**config.mk**
```make
export PLATFORM = sky130hd
export DESIGN_NAME = um_fetch_dispatch
export DESIGN_NICKNAME = d
export VERILOG_FILES = /design/src/rtl/um_fetch_dispatch_pkg.sv /design/src/rtl/um_fetch_dispatch_decode.sv /design/src/rtl/um_fetch_dispatch.sv
export SDC_FILE = /design/constraint.sdc
export NUM_CORES = 1
export LEC_CHECK = 0
export CAP_MARGIN = 20
export CELL_PAD_IN_SITES_DETAIL_PLACEMENT = 0
export CELL_PAD_IN_SITES_GLOBAL_PLACEMENT = 1
export CORE_MARGIN = 2
export CORE_UTILIZATION = 30
export CTS_BUF_LIST = sky130_fd_sc_hd__clkbuf_2
export CTS_CLUSTER_DIAMETER = 60
export CTS_CLUSTER_SIZE = 24
export DETAILED_ROUTE_END_ITERATION = 10
export GPL_TIMING_DRIVEN = 0
export MAX_ROUTING_LAYER = met4
export PLACE_DENSITY_LB_ADDON = 0.1
export SETUP_SLACK_MARGIN = 0.2
export SYNTH_ARGS = -nofsm -noshare
export SYNTH_HDL_FRONTEND = slang
export SYNTH_SLANG_ARGS = --single-unit
```
**constraint.sdc**
```tcl
create_clock -name clk -period 2.3 [get_ports clk]
set_input_delay 0.46 -clock clk [delete_from_list [all_inputs] [get_ports clk]]
set_output_delay 0.46 -clock clk [all_outputs]
set_load 0.05 [all_outputs]
```
**src/rtl/um_fetch_dispatch_pkg.sv**
```systemverilog
// Shared bus types, opcode and dispatch-state enums for the fetch/dispatch stage
// and the per-instruction execution FSMs it controls.
package um_fetch_dispatch_pkg;

    typedef struct packed {
        logic [31:0] address;
        logic [31:0] offset;
        logic [1:0]  mode;
    } mem_in_bus_t;

    typedef struct packed {
        logic [2:0]  sel;
        logic        mode;
        logic [31:0] data;
    } reg_in_bus_t;

    typedef enum logic [3:0] {
        CMOV     = 4'd0,
        AINDEX   = 4'd1,
        AAMEND   = 4'd2,
        ADD      = 4'd3,
        MUL      = 4'd4,
        DIV      = 4'd5,
        NAND     = 4'd6,
        HALT     = 4'd7,
        ALLOC    = 4'd8,
        ABANDON  = 4'd9,
        OUTPUT   = 4'd10,
        INPUT    = 4'd11,
        LOADPROG = 4'd12,
        LOADIMM  = 4'd13
    } um_opcode_t;

    typedef enum logic [2:0] {
        StFetchReq,
        StFetchWait,
        StDecode,
        StExec,
        StLoadImm,
        StPcUpdate,
        StHalt,
        StFault
    } dispatch_state_t;

    localparam logic [3:0] OP_HALT     = 4'd7;
    localparam logic [3:0] OP_LOADPROG = 4'd12;
    localparam logic [3:0] OP_LOADIMM  = 4'd13;

    localparam logic [1:0] MEM_MODE_READ = 2'b00;

endpackage

```
**src/rtl/um_fetch_dispatch_decode.sv**
```systemverilog
// Combinational instruction-word decoder, shared with the trace monitor.
module um_instr_decode
    import um_fetch_dispatch_pkg::*;
(
    input  logic [31:0] ir_i,
    output um_opcode_t  opcode_o,
    output logic [2:0]  a_o,
    output logic [2:0]  b_o,
    output logic [2:0]  c_o,
    output logic [2:0]  imm_sel_o,
    output logic [31:0] imm_val_o,
    output logic        valid_o,
    output logic        is_halt_o,
    output logic        is_loadimm_o
);

    logic [3:0] op_raw;

    always_comb begin
        op_raw       = ir_i[31:28];
        opcode_o     = um_opcode_t'(op_raw);
        a_o          = ir_i[8:6];
        b_o          = ir_i[5:3];
        c_o          = ir_i[2:0];
        imm_sel_o    = ir_i[27:25];
        imm_val_o    = {7'b0, ir_i[24:0]};
        // Opcodes 14 and 15 have no execution unit.
        valid_o      = (op_raw <= OP_LOADIMM);
        is_halt_o    = (op_raw == OP_HALT);
        is_loadimm_o = (op_raw == OP_LOADIMM);
    end

endmodule

```
**src/rtl/um_fetch_dispatch.sv**
```systemverilog
// Fetches instruction words from the code array, decodes them and releases one
// execution FSM at a time; halt and load-immediate are handled locally.
module um_fetch_dispatch
    import um_fetch_dispatch_pkg::*;
#(
    parameter int unsigned MEM_LATENCY = 1,
    parameter int unsigned NUM_OPS     = 14,
    parameter logic [31:0] CODE_ARRAY  = 32'h0
) (
    input  logic               clk,
    input  logic               r,
    input  logic [31:0]        mem_data_out_bus,
    input  logic [NUM_OPS-1:0] op_finished,
    input  logic [31:0]        load_pc,
    output mem_in_bus_t        mem_in,
    output reg_in_bus_t        reg_in,
    output logic               own_bus,
    output logic [NUM_OPS-1:0] op_hold,
    output logic [31:0]        pc,
    output logic [31:0]        retired,
    output logic               halted,
    output logic               fault
);

    dispatch_state_t state_q, state_d;
    logic [31:0]     pc_q, pc_d;
    logic [31:0]     ir_q, ir_d;
    logic [31:0]     retired_q, retired_d;
    logic [1:0]      cnt_q, cnt_d;
    logic            exec_active;

    um_opcode_t      dec_opcode;
    logic [3:0]      op_idx;
    logic [2:0]      dec_a, dec_b, dec_c;
    logic [2:0]      dec_imm_sel;
    logic [31:0]     dec_imm_val;
    logic            dec_valid, dec_is_halt, dec_is_loadimm;

    um_instr_decode u_decode (
        .ir_i        (ir_q),
        .opcode_o    (dec_opcode),
        .a_o         (dec_a),
        .b_o         (dec_b),
        .c_o         (dec_c),
        .imm_sel_o   (dec_imm_sel),
        .imm_val_o   (dec_imm_val),
        .valid_o     (dec_valid),
        .is_halt_o   (dec_is_halt),
        .is_loadimm_o(dec_is_loadimm)
    );

    assign op_idx = dec_opcode;

    always_comb begin
        state_d     = state_q;
        pc_d        = pc_q;
        ir_d        = ir_q;
        retired_d   = retired_q;
        cnt_d       = cnt_q;
        exec_active = 1'b0;
        own_bus     = 1'b1;
        mem_in      = '{address: CODE_ARRAY, offset: pc_q, mode: MEM_MODE_READ};
        reg_in      = '{sel: 3'd0, mode: 1'b0, data: 32'd0};

        unique case (state_q)
            StFetchReq: begin
                cnt_d   = 2'd0;
                state_d = StFetchWait;
            end
            StFetchWait: begin
                if (cnt_q == 2'(MEM_LATENCY - 1)) begin
                    ir_d    = mem_data_out_bus;
                    state_d = StDecode;
                end else begin
                    cnt_d = cnt_q + 2'd1;
                end
            end
            StDecode: begin
                if (!dec_valid) begin
                    state_d = StFault;
                end else if (dec_is_halt) begin
                    state_d = StHalt;
                end else if (dec_is_loadimm) begin
                    state_d = StLoadImm;
                end else begin
                    state_d = StExec;
                end
            end
            StExec: begin
                exec_active = 1'b1;
                own_bus     = 1'b0;
                // Finished bits of FSMs still held in reset are never consulted.
                if (op_finished[op_idx]) begin
                    state_d = StPcUpdate;
                end
            end
            StLoadImm: begin
                reg_in  = '{sel: dec_imm_sel, mode: 1'b1, data: dec_imm_val};
                state_d = StPcUpdate;
            end
            StPcUpdate: begin
                retired_d = retired_q + 32'd1;
                pc_d      = (op_idx == OP_LOADPROG) ? load_pc : pc_q + 32'd1;
                state_d   = StFetchReq;
            end
            StHalt:  state_d = StHalt;
            StFault: state_d = StFault;
            default: state_d = StFetchReq;
        endcase
    end

    always_comb begin
        op_hold = '1;
        for (int i = 0; i < int'(NUM_OPS); i++) begin
            if (exec_active && (op_idx == 4'(i))) begin
                op_hold[i] = 1'b0;
            end
        end
    end

    always_ff @(posedge clk) begin
        if (!r) begin
            state_q   <= StFetchReq;
            pc_q      <= 32'd0;
            ir_q      <= 32'd0;
            retired_q <= 32'd0;
            cnt_q     <= 2'd0;
        end else begin
            state_q   <= state_d;
            pc_q      <= pc_d;
            ir_q      <= ir_d;
            retired_q <= retired_d;
            cnt_q     <= cnt_d;
        end
    end

    assign pc      = pc_q;
    assign retired = retired_q;
    assign halted  = (state_q == StHalt);
    assign fault   = (state_q == StFault);

endmodule

```
==> results of run 1 <==
-- worst max-delay path, stage by stage (launching register included) --
cell	delay, ps
dfxtp_2	390
buf_8	120
buf_12	120
nor2_4	150
buf_8	140
clkbuf_16	130
and2_4	140
buf_8	140
-- state kept, by name, indices dropped and copies added, names as in the netlist --
signal	flops
ir_q	32
state_q	3
cnt_q	2
retired	32
pc	32
-- synthesized netlist by cell type (7+ instances only) --
cell type,number,area share
nand3_1,30,0.026
inv_1,12,0.0077
nor2_1,56,0.036
nand2_1,118,0.076
dfxtp_1,101,0.35
xor2_1,11,0.016
and4_1,7,0.010
a21oi_1,72,0.062
xnor2_1,9,0.013
nand4_1,19,0.020
buf_4,73,0.094
nor3_1,17,0.015
or3_1,12,0.013
and3_1,11,0.012
a31oi_1,12,0.013
clkbuf_1,37,0.024
and2_1,38,0.041
o21ai_0,33,0.028
buf_2,7,0.0060
-- cells by family after synthesis --
group | Yosys count
flip-flops | 101
AO/OA/AOI/OAI | 167
XOR/XNOR | 20
buffers and inverters | 133
adder cells (fa/ha/maj) | 4
other | 1
AND/OR/NAND/NOR | 337
multiplexers | 7
-- final timing paths --
path | end | startpoint | slack [ps] | cells past startpoint
hold reg to reg | ir_q[27] | ir_q[27] | 470 | 2
hold / removal | pc[27] | r | 260 | 3
setup reg to reg | retired[20] | state_q[0] | 240 | 6
setup / recovery | reg_in[16] | state_q[1] | -110 | 7
-- layer usage --
| layer | wire [µm] | GRT usage |
|---|---|---|
| met5 | 0 | - |
| met4 | 374 | 0.0521 |
| met3 | 1500 | 0.0526 |
| met2 | 9920 | 0.332 |
| met1 | 9360 | 0.269 |
-- placed cells by master (no fill, tap or decap), types with 6 or more instances in the layout --
master	Yosys	layout
a21oi_1	72	72
a22o_1	6	6
a22oi_1	6	6
a31oi_1	12	12
and2_1	38	10
and2_4	0	28
and3_1	11	8
and4_1	7	7
buf_2	7	21
buf_4	73	111
buf_6	0	19
buf_8	0	41
clkbuf_1	37	17
clkbuf_2	0	28
clkdlybuf4s15_2	0	67
clkdlybuf4s50_1	0	78
conb_1	1	41
dfxtp_1	101	48
dfxtp_2	0	31
dfxtp_4	0	22
inv_1	12	11
nand2_1	118	111
nand3_1	30	24
nand4_1	19	19
nor2_1	56	51
nor3_1	17	14
o21ai_0	33	33
or3_1	12	12
xnor2_1	9	9
xor2_1	11	11
-- stage by stage --
step	hold WS [ps]	cell area, µm²	setup TNS (ps)	worst slack (ps)
final	265	9760	-2690	-111
after global routing	219	9760	-8410	-254
after CTS	170	9500	-6570	-240
after detailed placement	442	8580	-22380	-912
after global placement	437	8580	-23290	-925
after floorplan	432	6040	0	40.5
-- where the power goes --
part	switching (µW)	internal, µW
Combinational	552	425
Sequential	54.6	1800
Clock	673	265
Total	1280	2490
-- what timing repair did --
item	CTS	global route
endpoints found under the setup margin	167	149
cloned	3	0
resized for setup	763	128
pin swaps	20	31
buffers inserted	19	22
-- area by class of cell --
class                   instances  area [µm²]
diodes                          2        5.00
plain buffers                 120         867
clock buffers                  10        50.0
clock inverters                 6        71.3
fillers                      1902        9510
inverters                      13        51.3
multi-input cells             576        3490
flip-flops and latches        101        2140
well taps                     265         332
repair buffers                264        2750
==> results.md, run 1 <==
- Routed length per instance: 15.6 µm
- Drt drc: 0
- Final Hold Fails: 0
- Largest net degree at the start of global routing: 18
- Hold crit path type: primary input to register
- Worst-path clk slew: 270 ps
- FP Rows: 51
- Post-route setup slack: -111 ps
- Post-Route WL: 21200 µm
- Actual slew at the worst max-slew pin: 818 ps
- Initial antenna violation count: 1
- First-pass GRT wire length: 33100 µm
- Violated checks: setup timing
- Crit Path Class: register to output port
- Hold buffer count at cts: 0
- Via count: 6472
- Initial core utilization: 0.303
- Post-Synth XOR/XNOR Area: 0.0300
- #FFs+latches synth: 101
- Final setup violation count: 38
- Layout cell share with drive strength beyond 1: 0.399
- Avg Inst Size Synth: 7.59 µm²
- IO Port Bufs: 220
- Worst endpoint data arrival time: 1950 ps
- Clock tree buffer depth: 2
- Total congestion overflow: 0
- Core Footprint: 0.0193 mm²
- CTS Root Cell: clkbuf_2
- Dominant synthesized flop cell: dfxtp_1
- Total clock sinks: 101
- Share of the yosys chip area belonging to registers: 0.346
- Status: complete, but fails checks
- Worst vdd ir: 0.218 mV
- CP startpoint kind: register
- Mapped Cells: 770
- Post-Layout Cell Count: 1357
- Adder-cell share of the synthesized area: 0.00814
- Number of library cell types mapped by synthesis: 66
- Post-Route Skew: 34.6 ps
- Post-layout min period: 2410 ps
- Synth async-reset ratio: 0
- Period utilisation layout: 1.05
- Via density: 4.77
- Initial DRC Count: 317
- Die height: 144 µm
- Mux contribution to synthesized area: 0.0186
- Post-Synth Simple-Gate Area: 0.288
- Total die area: 0.0206 mm²
- EDFF count, synth: 0
- Area delta synth->final: 67.0%
- Leak pwr: 0.00383 µW
- Remaining antenna violation count after routing: 0
- CTS tree: yes
- Ys Warns: 0
- Total power draw: 3770 µW
- Die W: 144 µm
- Crit Path Max Fanout: 5
- Inst Count DP: 1295
- CTS HTree Levels: 3
- Num CTS Buffers: 9
- Slew headroom: 0.450
- Skew-Pair Late Insertion Delay: 630 ps
- Largest family of logic cells by synthesized area: simple AND/OR/NAND/NOR gates
- Compound-gate portion of the synthesized area: 0.175
- Max Clock Freq: 0.415 GHz
- PD cells: 386 mW/mm²
- RSZ-0062 raised after global routing: true
- Critical Path End Type: output port
- Layout Nets: 1168
- First-pass iteration count of the detailed router: 6
- Placer congestion estimate: 0.882
- All-Layer GR Usage: 0.210
- Final core utilization: 0.507
- Mapped Area: 0.00584 mm²
- Fin. max-slew vios: 0
- Max-cap violation count: 0
- Vias in the first global route: 6221
- Required @ worst endpoint: 1840 ps
- Io pins: 263
- HPWL Detailed: 14900 µm
Note: power is estimated with default switching activity, not from simulation.
==> inputs of run 2 (changes only) <==
--- a/config.mk
+++ b/config.mk
@@ -18,6 +18,7 @@
 export MAX_ROUTING_LAYER = met4
 export PLACE_DENSITY_LB_ADDON = 0.1
 export SETUP_SLACK_MARGIN = 0.2
+export SKIP_CTS_REPAIR_TIMING = 1
 export SYNTH_ARGS = -nofsm -noshare
 export SYNTH_HDL_FRONTEND = slang
 export SYNTH_SLANG_ARGS = --single-unit
==> run 2 against run 1 <==
  * The flow still finishes with violations (setup timing)
  * Flip-flop and latch count did not move
  * Global-route usage shrank 0.84 points
  * Combinational power down 7.0%
  * Cell count fell by 1.0%
  * Via count is 2.5% lower
  * Critical endpoint is now reg_in[8]
==> results.md, run 2 (synthesized netlist as in run 1, its figures left out) <==
- R2r startpoint: state_q[0]
- Worst endpoint data arrival time: 1960 ps
- Vias in the first global route: 5963
- Worst-path clk slew: 280 ps
- All-Layer GR Usage: 0.202
- CTS Root Cell: clkbuf_2
- CTS tree: yes
- Sw Share: 0.338
- Placer congestion estimate: 0.882
- Bufs and invs on worst path: 4
- Part of the power in combinational logic: 0.245
- Initial core utilization: 0.303
- Critical Path End Type: output port
- Worst Hold End: pc[27]
- Period utilisation layout: 1.05
- Slew headroom: 0.507
- Crit path max-delay family: buffers and inverters
- Most common cell after layout, fill and taps aside: nand2_1
- Leak pwr: 0.00397 µW
- Post-route setup slack: -123 ps
- Skew-Pair Late Insertion Delay: 620 ps
- IO Port Bufs: 220
- Total die area: 0.0206 mm²
- Worst hold start: r
- Io pins: 263
- Final setup violation count: 40
- R2R cell count: 6
- Layout cell share with drive strength beyond 1: 0.336
- Drt drc: 0
- First-pass GRT wire length: 31700 µm
- RSZ-0062 raised after global routing: true
- Largest stage delay on the critical path: 420 ps
- FP Rows: 51
- Post-Route Skew: 27.7 ps
- First-pass iteration count of the detailed router: 7
- Internal power: 2450 µW
- Switching pwr: 1260 µW
- Slowest cell on crit path: dfxtp_2
- Hold crit path type: primary input to register
- Hold Path Depth: 3
- Die height: 144 µm
- Final hold slack: 255 ps
- Crit Path Max Fanout: 7
- CP startpoint kind: register
- Reg power frac: 0.504
- Clock share of power: 0.251
- Via density: 4.70
- Total clock sinks: 101
- Routed length per instance: 15.5 µm
- Clock tree buffer depth: 2
- Inst Count DP: 1295
- Crit Path Class: register to output port
- Total power draw: 3710 µW
- Initial DRC Count: 260
- Largest net degree at the start of global routing: 18
- Final Hold Fails: 0
- Violated checks: setup timing
- Worst vdd ir: 0.219 mV
- CTS HTree Levels: 3
- PD cells: 413 mW/mm²
- Fill cells: 2018
- Post-layout min period: 2420 ps
- Remaining antenna violation count after routing: 0
- Most frequent cells in the layout: 117 x nand2_1, 103 x buf_4, 100 x clkbuf_2
- CP cell instances: buf_8, nand2b_4, nor2_4, buf_6, buf_6, and2_4, buf_8
- Die W: 144 µm
- Status: complete, but fails checks
- Max Clock Freq: 0.413 GHz
- Max-cap violation count: 0
- Post-Route WL: 20800 µm
- Fin. max-slew vios: 0
- Worst reg2reg endpoint: retired[20]
- Worst R2R Setup Slack: 230 ps
- Initial antenna violation count: 1
- Area delta synth->final: 53.7%
- Post-Layout Cell Count: 1343
- HPWL Detailed: 14900 µm
- Core Footprint: 0.0193 mm²
- Total congestion overflow: 0
- Num CTS Buffers: 9
- Layout Nets: 1154
- Required @ worst endpoint: 1840 ps
- Actual slew at the worst max-slew pin: 740 ps
- Via count: 6310
## run 2: per-stage QoR
step / setup WS, ps / utilization / cell area, µm² / TNS, ps
6_report: -123 / 0.466 / 8980 / -3110
5_1_grt: -287 / 0.466 / 8980 / -9150
4_1_cts: -1690 / 0.451 / 8700 / -76990
3_5_place_dp: -912 / 0.445 / 8580 / -22380
3_3_place_gp: -925 / 0.445 / 8580 / -23290
2_1_floorplan: 40.5 / - / 6040 / 0
## run 2: worst register-to-register path, stage by stage, from the launching register on
cell and delay, ps:
dfxtp_4 430, buf_4 130, nand3b_2 220, or4_1 620
or4_1 440, xor2_1 140, nor2_1 50
## run 2: how the worst max path moves through the flow
| stage | start | cells past startpoint | to | slack [ps] |
|---|---|---|---|---|
| after floorplan | state_q[1] | 6 | op_hold[4] | 40 |
| after global placement | state_q[2] | 7 | reg_in[16] | -920 |
| after detailed placement | state_q[2] | 7 | reg_in[8] | -910 |
| after CTS | state_q[2] | 7 | reg_in[16] | -1690 |
| after global routing | state_q[1] | 7 | op_hold[4] | -290 |
| final | state_q[2] | 7 | reg_in[8] | -120 |
## run 2: final cells by class
type / instances / area, µm² / area share
inverter: 13 / 51.3 / 0.00571
timing repair buffer: 250 / 2150 / 0.240
clock buffer: 10 / 50.0 / 0.00557
sequential: 101 / 2090 / 0.233
clock inverter: 6 / 71.3 / 0.00794
multi-input combinational: 576 / 3410 / 0.379
buffer: 120 / 821 / 0.0914
antenna: 2 / 5.00 / 0.000557
tap: 265 / 332 / 0.0369
## run 2: power groups by stage
stage,sequential (µW),clock [µW],combinational (µW)
global placement,1900,0,832
floorplan,1920,0,521
global route,1880,1050,977
finish,1870,931,909
CTS,1870,980,834
detailed placement,1900,0,831
## run 2: layer usage
layer,vias to the layer above,track usage,part of all wire
met5,-,-,0
met4,0,0.0490,0.016
met3,19,0.0497,0.077
met2,232,0.313,0.46
met1,2860,0.264,0.45
li1,3199,-,-
